**config.mk**
```make
export PLATFORM = sky130hd
export DESIGN_NAME = pipe_adder_flat
export DESIGN_NICKNAME = d
export VERILOG_FILES = /design/src/rtl/pipe_adder_if.sv /design/src/rtl/pipe_adder.sv /design/src/flat_wrapper.sv
export SDC_FILE = /design/constraint.sdc
export NUM_CORES = 1
export LEC_CHECK = 0
export ABC_AREA = 1
export CAP_MARGIN = 20
export CORE_MARGIN = 5
export CORE_UTILIZATION = 50
export CTS_BUF_LIST = sky130_fd_sc_hd__clkbuf_8
export CTS_CLUSTER_SIZE = 8
export DETAILED_ROUTE_END_ITERATION = 12
export PLACE_DENSITY = 0.73
export SYNTH_ARGS = -nofsm -noshare
export SYNTH_HDL_FRONTEND = slang
export SYNTH_SLANG_ARGS = --single-unit
```
**constraint.sdc**
```tcl
create_clock -name clk -period 5.65 [get_ports clk]
set_input_delay 0.8475 -clock clk [delete_from_list [all_inputs] [get_ports clk]]
set_output_delay 0.8475 -clock clk [all_outputs]
set_load 0.005 [all_outputs]
```
**src/rtl/pipe_adder_if.sv**
```systemverilog
// pipe_adder_if: operand/result handshake bundle for pipe_adder.
// master = environment side (drives operands, consumes results);
// slave  = adder side. Port ovf exists only when PIPE_ADDER_OVF_EN is defined.
interface pipe_adder_if #(
  parameter int WIDTH = 16
);
  logic             in_valid;
  logic             in_ready;
  logic [WIDTH-1:0] a;
  logic [WIDTH-1:0] b;
  logic             cin;
  logic             out_valid;
  logic             out_ready;
  logic [WIDTH-1:0] s;
  logic             cout;
`ifdef PIPE_ADDER_OVF_EN
  logic             ovf;
`endif

  modport master (
    output in_valid, a, b, cin, out_ready,
    input  in_ready, out_valid, s, cout
`ifdef PIPE_ADDER_OVF_EN
    , input ovf
`endif
  );

  modport slave (
    input  in_valid, a, b, cin, out_ready,
    output in_ready, out_valid, s, cout
`ifdef PIPE_ADDER_OVF_EN
    , output ovf
`endif
  );
endinterface

```
**src/rtl/pipe_adder.sv**
```systemverilog
// pipe_adder: WIDTH-bit adder split into STAGES segments of CHUNK bits.
// Each segment adds one operand chunk plus the carry registered by the
// previous segment, so no combinational carry path spans more than CHUNK
// bits. Valid/ready flow control with bubble collapsing; the last segment
// is the registered output (s, cout).
// Optional feature: define PIPE_ADDER_OVF_EN to add the registered signed
// overflow flag ovf.
module pipe_adder #(
  parameter int WIDTH  = 16,
  parameter int STAGES = 4
) (
  input  logic        clk,
  input  logic        rst_n,
  pipe_adder_if.slave bus
);
  localparam int CHUNK = WIDTH / STAGES;

  typedef logic [WIDTH-1:0] word_t;

  if ((WIDTH % STAGES) != 0 || WIDTH < 2 || WIDTH > 64) begin : g_cfg_check
    $error("pipe_adder: WIDTH must be in 2..64 and a multiple of STAGES");
  end

  // Adds one CHUNK-wide slice with carry-in; the MSB of the result is the
  // carry handed to the next segment.
  function automatic logic [CHUNK:0] add_chunk(
    input logic [CHUNK-1:0] x,
    input logic [CHUNK-1:0] y,
    input logic             ci
  );
    return {1'b0, x} + {1'b0, y} + {{CHUNK{1'b0}}, ci};
  endfunction

  // Signed overflow: like-signed operands producing an unlike-signed sum.
  function automatic logic signed_ovf(
    input logic sa,
    input logic sb,
    input logic ss
  );
    return (sa == sb) && (ss != sa);
  endfunction

  // Segment registers 0..STAGES-2; segment STAGES-1 lives in the output regs.
  logic [STAGES-1:0] vld_p;
  word_t             sum_p [STAGES];
  word_t             opa_p [STAGES];
  word_t             opb_p [STAGES];
  logic              cy_p  [STAGES];

  // Output segment registers.
  word_t             s_out;
  logic              cout_out;
`ifdef PIPE_ADDER_OVF_EN
  logic              ovf_out;
  logic              nxt_ovf;
`endif

  // Per-segment advance flags and next-state values.
  logic [STAGES-1:0] adv;
  logic [STAGES-1:0] src_vld;
  logic [STAGES-1:0] src_cy;
  logic [STAGES-1:0] nxt_cy;
  word_t             src_a   [STAGES];
  word_t             src_b   [STAGES];
  word_t             src_sum [STAGES];
  word_t             nxt_sum [STAGES];

  // Advance chain: a segment moves when it is empty or its successor moves;
  // the last segment moves when empty or the consumer takes the result.
  always_comb begin
    logic go;
    adv = '0;
    go  = !vld_p[STAGES-1] || bus.out_ready;
    adv[STAGES-1] = go;
    for (int k = STAGES - 2; k >= 0; k--) begin
      go     = !vld_p[k] || go;
      adv[k] = go;
    end
  end

  // Segment inputs and per-chunk addition; segment k only touches chunk k.
  always_comb begin
    src_vld = '0;
    src_cy  = '0;
    nxt_cy  = '0;
    src_a   = '{default: '0};
    src_b   = '{default: '0};
    src_sum = '{default: '0};
    nxt_sum = '{default: '0};

    src_vld[0] = bus.in_valid;
    src_a[0]   = bus.a;
    src_b[0]   = bus.b;
    src_sum[0] = '0;
    src_cy[0]  = bus.cin;
    for (int k = 1; k < STAGES; k++) begin
      src_vld[k] = vld_p[k-1];
      src_a[k]   = opa_p[k-1];
      src_b[k]   = opb_p[k-1];
      src_sum[k] = sum_p[k-1];
      src_cy[k]  = cy_p[k-1];
    end

    for (int k = 0; k < STAGES; k++) begin
      logic [CHUNK:0] res;
      res = add_chunk(src_a[k][k*CHUNK +: CHUNK], src_b[k][k*CHUNK +: CHUNK], src_cy[k]);
      nxt_sum[k] = src_sum[k];
      nxt_sum[k][k*CHUNK +: CHUNK] = res[CHUNK-1:0];
      nxt_cy[k] = res[CHUNK];
    end
  end

`ifdef PIPE_ADDER_OVF_EN
  // Overflow is resolved when the top chunk is summed in the last segment;
  // the operand sign bits reach it inside the forwarded operand words.
  always_comb begin
    nxt_ovf = signed_ovf(src_a[STAGES-1][WIDTH-1], src_b[STAGES-1][WIDTH-1],
                         nxt_sum[STAGES-1][WIDTH-1]);
  end
`endif

  // Segment occupancy: cleared by reset, otherwise shifted on advance.
  always_ff @(posedge clk) begin
    if (!rst_n) begin
      vld_p <= '0;
    end else begin
      for (int k = 0; k < STAGES; k++) begin
        if (adv[k]) vld_p[k] <= src_vld[k];
      end
    end
  end

  // Intermediate segment payload: partial sum, operands, inter-chunk carry.
  always_ff @(posedge clk) begin
    for (int k = 0; k < STAGES - 1; k++) begin
      if (adv[k]) begin
        sum_p[k] <= nxt_sum[k];
        opa_p[k] <= src_a[k];
        opb_p[k] <= src_b[k];
        cy_p[k]  <= nxt_cy[k];
      end
    end
  end

  // Output segment: cleared by reset, loaded only with a real beat so the
  // last result stays put across bubbles and while stalled.
  always_ff @(posedge clk) begin
    if (!rst_n) begin
      s_out    <= '0;
      cout_out <= 1'b0;
`ifdef PIPE_ADDER_OVF_EN
      ovf_out  <= 1'b0;
`endif
    end else if (adv[STAGES-1] && src_vld[STAGES-1]) begin
      s_out    <= nxt_sum[STAGES-1];
      cout_out <= nxt_cy[STAGES-1];
`ifdef PIPE_ADDER_OVF_EN
      ovf_out  <= nxt_ovf;
`endif
    end
  end

  assign bus.in_ready  = adv[0];
  assign bus.out_valid = vld_p[STAGES-1];
  assign bus.s         = s_out;
  assign bus.cout      = cout_out;
`ifdef PIPE_ADDER_OVF_EN
  assign bus.ovf       = ovf_out;
`endif

endmodule

```
**src/flat_wrapper.sv**
```systemverilog
// flat-port wrapper written by rule: the top's interface ports become plain ports
module pipe_adder_flat 
#(
  parameter int WIDTH  = 16,
  parameter int STAGES = 4
)
  (clk, rst_n, bus_in_valid, bus_a, bus_b, bus_cin, bus_out_ready, bus_in_ready, bus_out_valid, bus_s, bus_cout);
  pipe_adder_if #(.WIDTH(WIDTH)) bus_i ();
  input  logic clk;
  input  logic rst_n;
  input wire logic [$bits(bus_i.in_valid)-1:0] bus_in_valid;
  input wire logic [$bits(bus_i.a)-1:0] bus_a;
  input wire logic [$bits(bus_i.b)-1:0] bus_b;
  input wire logic [$bits(bus_i.cin)-1:0] bus_cin;
  input wire logic [$bits(bus_i.out_ready)-1:0] bus_out_ready;
  output wire logic [$bits(bus_i.in_ready)-1:0] bus_in_ready;
  output wire logic [$bits(bus_i.out_valid)-1:0] bus_out_valid;
  output wire logic [$bits(bus_i.s)-1:0] bus_s;
  output wire logic [$bits(bus_i.cout)-1:0] bus_cout;
  assign bus_i.in_valid = bus_in_valid;
  assign bus_i.a = bus_a;
  assign bus_i.b = bus_b;
  assign bus_i.cin = bus_cin;
  assign bus_i.out_ready = bus_out_ready;
  assign bus_in_ready = bus_i.in_ready;
  assign bus_out_valid = bus_i.out_valid;
  assign bus_s = bus_i.s;
  assign bus_cout = bus_i.cout;
  pipe_adder #(.WIDTH(WIDTH), .STAGES(STAGES)) u_core (.clk(clk), .rst_n(rst_n), .bus(bus_i));
endmodule
```
Yosys cells after proc, flatten, opt, wreduce, memory -nomap -nowiden

Memories as Yosys holds them, arrays and structs flattened. A register that Yosys moved wholly into a read port is not among the register bits.
Cells that the tools add are included.

Mux-type cells: 6
Reductions and logical operators: 10
Add/subtract/negate cells: 8

Operators with widths:

| cell                                   | number |
|---|---|
| 4-bit by 4-bit adder with 5-bit output | 4 |
| 5-bit by 1-bit adder with 5-bit output | 4 |
| 1-bit 2-to-1 mux                       | 6 |
| 1-bit zero test                        | 5 |
| 1-bit logical OR                       | 4 |
| 1-bit logical AND                      | 1 |

Memories kept: 4
Output and inout bits: 19
Register bits after elaboration: 21
RAM bits: 196

Memory list:

| memory       | depth | width | rd ports | clocked after memory_dff | write ports | line             | text |
|---|---|---|---|---|---|---|---|
| u_core.opa_p | 4     | 16    | 3        | 0                        | 3           | pipe_adder.sv:46 | `word_t opa_p [STAGES];` |
| u_core.opb_p | 4     | 16    | 3        | 0                        | 3           | pipe_adder.sv:47 | `word_t opb_p [STAGES];` |
| u_core.sum_p | 4     | 16    | 3        | 1                        | 3           | pipe_adder.sv:45 | `word_t sum_p [STAGES];` |
| u_core.cy_p  | 4     | 1     | 3        | 0                        | 3           | pipe_adder.sv:48 | `logic cy_p [STAGES];` |

Longest topological paths before layout

Gate-level depths: netlist of the first run.

Word-level depth: 7
Mapped depth: 7

Least setup slack after synthesis of the first run

No wires, ideal clock.

Kind: input to output
From: input bus_out_ready
To: output bus_in_ready
Stages on the path: 2
Slack: 2863 ps
Arrival time: 1939 ps
Buffers on the path: 0
Path through: nor2_4 > nand4_1

Longest elaborated chain between the ends: 4

RTL lines:

| item                           | line               | text |
|---|---|---|
| start, declared                | flat_wrapper.sv:15 | `input wire logic [$bits(bus_i.out_ready)-1:0] bus_out_ready;` |
| 1-bit logical OR               | pipe_adder.sv:73   | `go = !vld_p[STAGES-1] \|\| bus.out_ready;` |
| 1-bit logical OR (3 in series) | pipe_adder.sv:76   | `go = !vld_p[k] \|\| go;` |
| end, declared                  | flat_wrapper.sv:16 | `output wire logic [$bits(bus_i.in_ready)-1:0] bus_in_ready;` |

Every way passes these cells.

Final worst setup path of the first run

Ends and elaborated chain as after synthesis.

==> results.toml, run 1 <==
[status]
status = "complete, no violations"

[clock_tree]
cts_resized = 0
clkSinkCount = 96
cts_tree = "done"
clockBufferDepth = 2
path_clk_slew_ps = 80
post_cts_buffers = 0
root_buffer = "clkbuf_8"
htreeDepth = 3
holdBufCountCts = 0
clock_latency_ps = 340
cts_buffers = 9

[layout]
drive_gt1_share_pct = 6.47
fin_area_um2 = 4420
layout.cells.non_filler = 405
nets = 361
synthToLayoutAreaGrowth_pct = 23.7
fillers = 516
diodes = 0

[floorplan]
num_io_pins = 56
dieArea_um2 = 8940
rows = 30
die_y_um = 94.6
fp.dieW_um = 94.6
start_util_pct = 52.0
core_um2 = 6870

[synth]
yosysTopAreaCell = "edfxtp_1"
synthArstFlopShare_pct = 0
synth.cell_area_um2 = 3570
syn_avg_cell_area_um2 = 15.0
yosysSeqAreaShare_pct = 74.8
yosys_most_used_dff = "edfxtp_1"
yosysTopAreaCellShare_pct = 63.0
synth_edf_count = 75
ys_warn_count = 0
synth_area_leaders = "edfxtp_1, dfxtp_1, fa_1"
synth_mux_area_share_pct = 0
syn_inst = 239
synth-simple-area-share_pct = 7.28
synth_top_family_by_area = "adder cells"
yosysMostFrequentCell = "edfxtp_1"
synthTopCellsByCount = "edfxtp_1, nor2_1, dfxtp_1, inv_1, o21ai_0"
ys_ff_latch = 96
synth_xor_area_share_pct = 1.72
syn-num-nets = 296
synth_cell_types = 23
synth_compound_area_share_pct = 4.48
synth_fa_ha_area_share_pct = 8.68

[placement]
io_buffers = 55
place.gp.congestion = 0.739
placed_area_um2 = 4230
place_ws_ps = 2270
placed_cells = 388
hpwl_um = 3420

[sta]
final-hold-violation-count = 0
min_period_over_period_pct = 59.3
slew_violations = 0
period_needed_ps = 3350
grt_setup_unrepaired = "false"
finalSetupTns_ps = 0
fmax_mhz = 299
slew_headroom_pct = 42.6
fin_ws_ps = 2300
tightest_slew_ps = 859
fin_skew_ps = 4.39
setup_viol = 0

[route]
drt_iter0_markers = 50
first_pass_iters = 4
vias_per_cell = 4.60
drcViolationCount = 0
via_count = 1862
ant_nets = 0
wirelength_um = 4750
wl_per_cell_um = 11.7

[setup_path]
r2r_start = "u_core.opb_p[0][44]"
critPathCapture = "bus_in_ready"
reg2reg_slack_ps = 3870
cp-end-kind = "output port"
reg2reg_to = "u_core.bus.cout"
crit_path_start = "bus_out_ready"
reg2reg_depth = 6
cp-start-kind = "primary input"
critical_path_class = "primary input to output port"
cp.required_ps = 4800
cp_max_fo = 31
arrival_ps = 2500

[grt]
grt_pass1_wl_um = 8060
antenna_found_initial = 0
grt_pass1_vias = 1854
grtUsageTotal_pct = 11.8
grt_max_degree = 32
gr-total-overflow = 0

[power_and_ir_drop]
peakVddDrop_mv = 0.141
leakagePower_nw = 1.70
power_density_nw_per_um2 = 307

[hold_path]
min_path_type = "flop to flop"

[job]
max_cap_violations = 0
## critical path: stages
cell             delay (ps)
clkdlybuf4s50_1         540
nor2_4                   90
nand4_1                  80
buf_4                   360
clkdlybuf4s50_1         580
## logic make-up (layout without fill, tap and decap cells)
| logic type | Yosys count | after routing |
|---|---|---|
| AND/OR/NAND/NOR | 58 | 58 |
| XOR/XNOR | 7 | 7 |
| AO/OA/AOI/OAI | 32 | 32 |
| buffers and inverters | 26 | 96 |
| adder cells (fa/ha/maj) | 20 | 20 |
| flip-flops | 96 | 96 |
## power breakdown
part	switching (W)	total (W)	internal, W
Sequential	0.0000199	0.000851	0.000831
Combinational	0.0000431	0.000102	0.0000587
Clock	0.000209	0.000406	0.000197
Total	0.000272	0.00136	0.00109
## through the flow
| stage | util (%) | hold slack [ps] | power (W) |
|---|---|---|---|
| floorplan | - | 400 | 0.000917 |
| global placement | 61.6 | 405 | 0.000966 |
| finish | 64.4 | 421 | 0.00136 |
| global route | 64.4 | 430 | 0.00143 |
| CTS | 64.2 | 424 | 0.00137 |
| detailed placement | 61.6 | 405 | 0.000972 |
## cell type report
| class | instances | area [um^2] | area share [%] |
|---|---|---|---|
| clock inverters | 7 | 55.1 | 1.24 |
| clock buffers | 9 | 124 | 2.80 |
| well taps | 96 | 120 | 2.72 |
| flip-flops and latches | 96 | 2670 | 60.4 |
| multi-input cells | 117 | 792 | 17.9 |
| inverters | 23 | 86.3 | 1.95 |
| repair buffers | 57 | 573 | 13.0 |
## flip-flops by register name, indices dropped and copies added, names as in the netlist
register and flops:
u_core.opa_p 24, u_core.cy_p 3, u_core.bus.s 16, u_core.vld_p 4, u_core.bus.cout 1, u_core.opb_p 24
u_core.sum_p 24
## how the worst min path moves through the flow
| stage | start | end | slack, ps | cells after the start |
|---|---|---|---|---|
| global placement | u_core.sum_p[1][4] | u_core.sum_p[2][4] | 410 | 0 |
| finish | u_core.opa_p[0][28] | u_core.opa_p[0][44] | 420 | 0 |
| detailed placement | u_core.opa_p[0][11] | u_core.opa_p[0][27] | 400 | 0 |
| global route | u_core.opb_p[0][8] | u_core.opb_p[0][24] | 430 | 0 |
| floorplan | u_core.opa_p[0][8] | u_core.opa_p[0][24] | 400 | 0 |
| CTS | u_core.sum_p[0][3] | u_core.sum_p[1][3] | 420 | 0 |
## cells in the final DEF, fill, tap and decap left out, types with 3 or more instances in the layout
master           count
a21oi_1             13
clkbuf_8             9
clkdlybuf4s50_1     55
dfxtp_1             21
edfxtp_1            75
fa_1                 8
ha_1                12
inv_1               23
nand2_1             13
nand3_1              8
nor2_1              31
o21ai_0             17
xnor2_1              4
xor2_1               3
## routing by layer
layer / routed length [um] / part of all wire [%] / vias up / GRT usage (%)
li1: - / - / 959 / -
met1: 2120 / 45 / 841 / 15.1
met2: 2190 / 46 / 55 / 18.1
met3: 341 / 7.2 / 7 / 3.51
met4: 103 / 2.2 / 0 / 6.85
met5: 0 / 0 / - / 0
No activity file was read; power rests on OpenSTA's default activity.
==> inputs of run 2 (changes only) <==
- clock period: 5.65 -> 3.3 ns (I/O delays scaled with it)
==> run 2 against run 1 <==
Compared with the run above:
- clock power rose by 98%
- first-iteration DRC count rose by 10%
- clock skew rose by 2.6 ps
- total power rose by 79%
- critical endpoint unchanged
==> results.toml, run 2 (synthesis results as in run 1) <==
[hold_path]
min_path_type = "flop to flop"
hold_start = "u_core.sum_p[1][3]"
min_to = "u_core.sum_p[2][3]"
min_delay_path_depth = 0

[sta]
fin_skew_ps = 7.01
period_needed_ps = 2390
fin_ws_ps = 912
slew_headroom_pct = 44.5
finalSetupTns_ps = 0
tightest_slew_ps = 831
slew_violations = 0
hold_ws_ps = 421
grt_setup_unrepaired = "false"
min_period_over_period_pct = 72.4
fmax_mhz = 419
final-hold-violation-count = 0
setup_viol = 0

[setup_path]
crit_path_frequent_cell = "clkdlybuf4s50_1"
reg2reg_depth = 6
r2r_start = "u_core.opb_p[0][44]"
cp_max_fo = 4
reg2reg_slack_ps = 1540
cp-end-kind = "output port"
arrival_ps = 1890
slowest_stage = "clkdlybuf4s50_1"
cp.required_ps = 2800
reg2reg_to = "u_core.bus.cout"
path_cells = "clkdlybuf4s50_1 -> nor2_4 -> nand4_1 -> clkdlybuf4s50_1"
cp-start-kind = "primary input"
critical-path-max-stage-delay_ps = 500
critical_path_class = "primary input to output port"

[grt]
grt_max_degree = 31
antenna_found_initial = 0
grtUsageTotal_pct = 12.3
grt_pass1_wl_um = 8280
gr-total-overflow = 0
grt_pass1_vias = 1940

[layout]
final_cell_mix = "edfxtp_1, clkdlybuf4s50_1, nor2_1"
nets = 361
regArea_um2 = 2670
synthToLayoutAreaGrowth_pct = 24.6
postLayoutCoreUtil_pct = 64.8
drive_gt1_share_pct = 6.80
reg_top3 = "u_core.opa_p x24, u_core.opb_p x24, u_core.sum_p x24"
layout.cells.non_filler = 405
fillers = 507
layout_commonest_cell = "edfxtp_1"
multi_input_area_um2 = 792
diodes = 0

[power_and_ir_drop]
switching_share_pct = 19.4
p_clk_share_pct = 33.0
power_density_nw_per_um2 = 547
p_sw_w = 0.000472
leakagePower_nw = 1.71
p_seq_share_pct = 59.8
p_comb_share_pct = 7.2
p_int_w = 0.00196
peakVddDrop_mv = 0.263

[floorplan]
start_util_pct = 52.0
die_y_um = 94.6
core_um2 = 6870
fp.dieW_um = 94.6
num_io_pins = 56
rows = 30
dieArea_um2 = 8940

[clock_tree]
cts_tree = "done"
post_cts_buffers = 0
path_clk_slew_ps = 80
holdBufCountCts = 0
cts_buffers = 9
clock_latency_ps = 350
clkSinkCount = 96
clockBufferDepth = 2
htreeDepth = 3
root_buffer = "clkbuf_8"
cts_resized = 0

[route]
via_count = 1860
drt-met1-wl_um = 2200
first_pass_iters = 4
top_layer = "met4"
vias_per_cell = 4.59
wl_per_cell_um = 11.9
drcViolationCount = 0
route.met2.wl_um = 2140
met3_length_um = 336
ant_nets = 0
wirelength_um = 4800
drt_iter0_markers = 55

[job]
max_cap_violations = 0

[placement]
io_buffers = 55
hpwl_um = 3430
place.gp.congestion = 0.739
place_ws_ps = 919
placed_cells = 389

[status]
status = "complete, no violations"
==> run 2: power groups by stage <==
stage          sequential, W  combinational [W]  clock (W)
2_1_floorplan        0.00147          0.0000952          0
3_3_place_gp         0.00148           0.000172          0
3_5_place_dp         0.00149           0.000176          0
4_1_cts              0.00146           0.000178   0.000825
5_1_grt              0.00147           0.000201   0.000878
6_report             0.00146           0.000176   0.000802
==> run 2: cell type report <==
type / instances / share of cell area, %
clock buffer: 10 / 3.09
clock inverter: 6 / 1.77
inverter: 23 / 1.94
multi-input combinational: 117 / 17.8
sequential: 96 / 60.0
tap: 96 / 2.70
timing repair buffer: 57 / 12.7
==> run 2: how the worst max path moves through the flow <==
| stage | to | cells after the start | slack, ps | startpoint |
|---|---|---|---|---|
| final | bus_in_ready | 4 | 910 | bus_out_ready |
| after global routing | bus_in_ready | 4 | 860 | bus_out_ready |
| after CTS | bus_in_ready | 4 | 900 | bus_out_ready |
| after detailed placement | bus_in_ready | 4 | 920 | bus_out_ready |
| after global placement | bus_in_ready | 4 | 910 | bus_out_ready |
| after floorplan | u_core.cy_p[0][0] | 2 | 1090 | bus_out_ready |
==> run 2: per-layer routing <==
metal | vias to the layer above | GRT usage, %
met5 | - | 0
met1 | 839 | 15.1
met2 | 52 | 19.3
li1 | 960 | -
met3 | 9 | 3.59
met4 | 0 | 7.09
==> run 2: through the flow <==
step	cell area, um^2	total power (W)
2_1_floorplan	3570	0.00157
3_3_place_gp	4240	0.00165
3_5_place_dp	4240	0.00166
4_1_cts	4450	0.00246
5_1_grt	4450	0.00255
6_report	4450	0.00243
==> run 2: worst max-delay path: cells and delay by family <==
kind	cells	cell delay, ps
buffers and inverters	2	970
and+or+nand+nor	2	420
==> inputs of run 3 (changes only) <==
- clock period: 3.3 -> 2.5 ns (I/O delays scaled with it)
==> run 3 against run 2 <==
Compared with the run above:
- register-to-register slack lost 830 ps
- global-route usage grew 0.19 points
- highest routed layer unchanged
- non-clock buffer count grew 1
- clock power grew 27%
- critical path type unchanged
- worst setup slack lost 560 ps
- die area is the same
- first-iteration DRC count grew 35%
==> results.toml, run 3 (synthesis results as in run 1) <==
[floorplan]
rows = 30
start_util_pct = 52.0
num_io_pins = 56
core_um2 = 6870
fp.dieW_um = 94.6
dieArea_um2 = 8940
die_y_um = 94.6

[layout]
final_cell_mix = "edfxtp_1, clkdlybuf4s50_1, nor2_1"
synthToLayoutAreaGrowth_pct = 24.4
reg_top3 = "u_core.opa_p x24, u_core.opb_p x24, u_core.sum_p x24"
diodes = 0
postLayoutCoreUtil_pct = 64.8
nets = 362
layout_commonest_cell = "edfxtp_1"
drive_gt1_share_pct = 6.77

[placement]
place.gp.congestion = 0.777
io_buffers = 55
hpwl_um = 3470
place_ws_ps = 346

[clock_tree]
holdBufCountCts = 0
htreeDepth = 3
cts_tree = "done"
path_clk_slew_ps = 80
clkSinkCount = 96
post_cts_buffers = 0
cts_resized = 0
cts_buffers = 9
root_buffer = "clkbuf_8"
clockBufferDepth = 2
clock_latency_ps = 350

[route]
wl_per_cell_um = 11.7
wirelength_um = 4760
drt_iter0_markers = 74
ant_nets = 0
first_pass_iters = 4
drcViolationCount = 0
vias_per_cell = 4.53
via_count = 1841

[grt]
grt_pass1_wl_um = 8360
gr-total-overflow = 0
grtUsageTotal_pct = 12.5
antenna_found_initial = 0
grt_max_degree = 31
grt_pass1_vias = 1787

[setup_path]
cp_max_fo = 4
cp-end-kind = "output port"
crit_buf_inv = 2
crit_family = "buffers and inverters"
arrival_ps = 1770
critical_path_class = "primary input to output port"
path_cells = "clkdlybuf4s50_1 -> nor2_4 -> nand4_1 -> clkdlybuf4s50_1"
cp-start-kind = "primary input"
critical-path-max-stage-delay_ps = 500
slowest_stage = "clkdlybuf4s50_1"
crit_path_frequent_cell = "clkdlybuf4s50_1"
cp.required_ps = 2120

[hold_path]
min_path_type = "flop to flop"

[sta]
fmax_mhz = 466
slew_violations = 0
finalSetupTns_ps = 0
grt_setup_unrepaired = "false"
setup_viol = 0
hold_ws_ps = 411
period_needed_ps = 2150
min_period_over_period_pct = 85.9
final-hold-violation-count = 0
tightest_slew_ps = 450
slew_headroom_pct = 69.9
fin_skew_ps = 12.1
fin_ws_ps = 353

[power_and_ir_drop]
power_density_nw_per_um2 = 714
power.total_w = 0.00317
leakagePower_nw = 1.71
peakVddDrop_mv = 0.352

[job]
max_cap_violations = 0

[status]
status = "complete, no violations"
## run 3: cell types whose count changed in the layout (fill, tap and decap cells not counted)
cell        change
clkinv_1        +2
clkbuf_8        -1
clkinv_2        +1
clkinvlp_4      -1
buf_4           +1
inv_1           -1
## run 3: worst paths after layout
check | startpoint | slack (ps) | endpoint | cells after the start
hold / removal | u_core.sum_p[1][2] | 410 | u_core.sum_p[2][2] | 0
setup reg to reg | u_core.opb_p[0][44] | 710 | u_core.bus.cout | 6
hold reg to reg | u_core.sum_p[1][2] | 410 | u_core.sum_p[2][2] | 0
setup / recovery | bus_out_ready | 350 | bus_in_ready | 4
## run 3: metal layers
layer  wire [um]  share of wire [%]  global-route usage (%)
met4         106                2.2                    7.21
met3         333                7.0                    3.67
met5           0                  0                       0
met2        2060                 43                    18.3
met1        2250                 47                    16.5
## run 3: layout make-up
| class | count | area [um^2] |
|---|---|---|
| clock buffers | 9 | 124 |
| well taps | 96 | 120 |
| multi-input cells | 117 | 792 |
| flip-flops and latches | 96 | 2670 |
| fillers | 541 | 2420 |
| inverters | 23 | 86.3 |
| clock inverters | 7 | 80.1 |
| repair buffers | 58 | 573 |
## run 3: power by group
part           leakage (nW)  switching (W)  internal [W]  total (W)
sequential            0.966      0.0000445       0.00188    0.00192
clock                 0.111       0.000475      0.000548    0.00102
combinational         0.633      0.0000956      0.000132   0.000228
total                  1.71       0.000615       0.00256    0.00317
## run 3: stage by stage
step / cell area, um^2 / std cells
final: 4450 / 406
after global routing: 4450 / 406
after CTS: 4450 / 406
after detailed placement: 4240 / 390
after global placement: 4240 / 390
after floorplan: 3570 / 239
## run 3: worst register-to-register path, cell delays in order (launching register included)
cell and delay [ps]:
edfxtp_1 400, fa_1 490, fa_1 430, nand2_1 80, a21oi_1 60, nor3_1 180, nor2_1 60
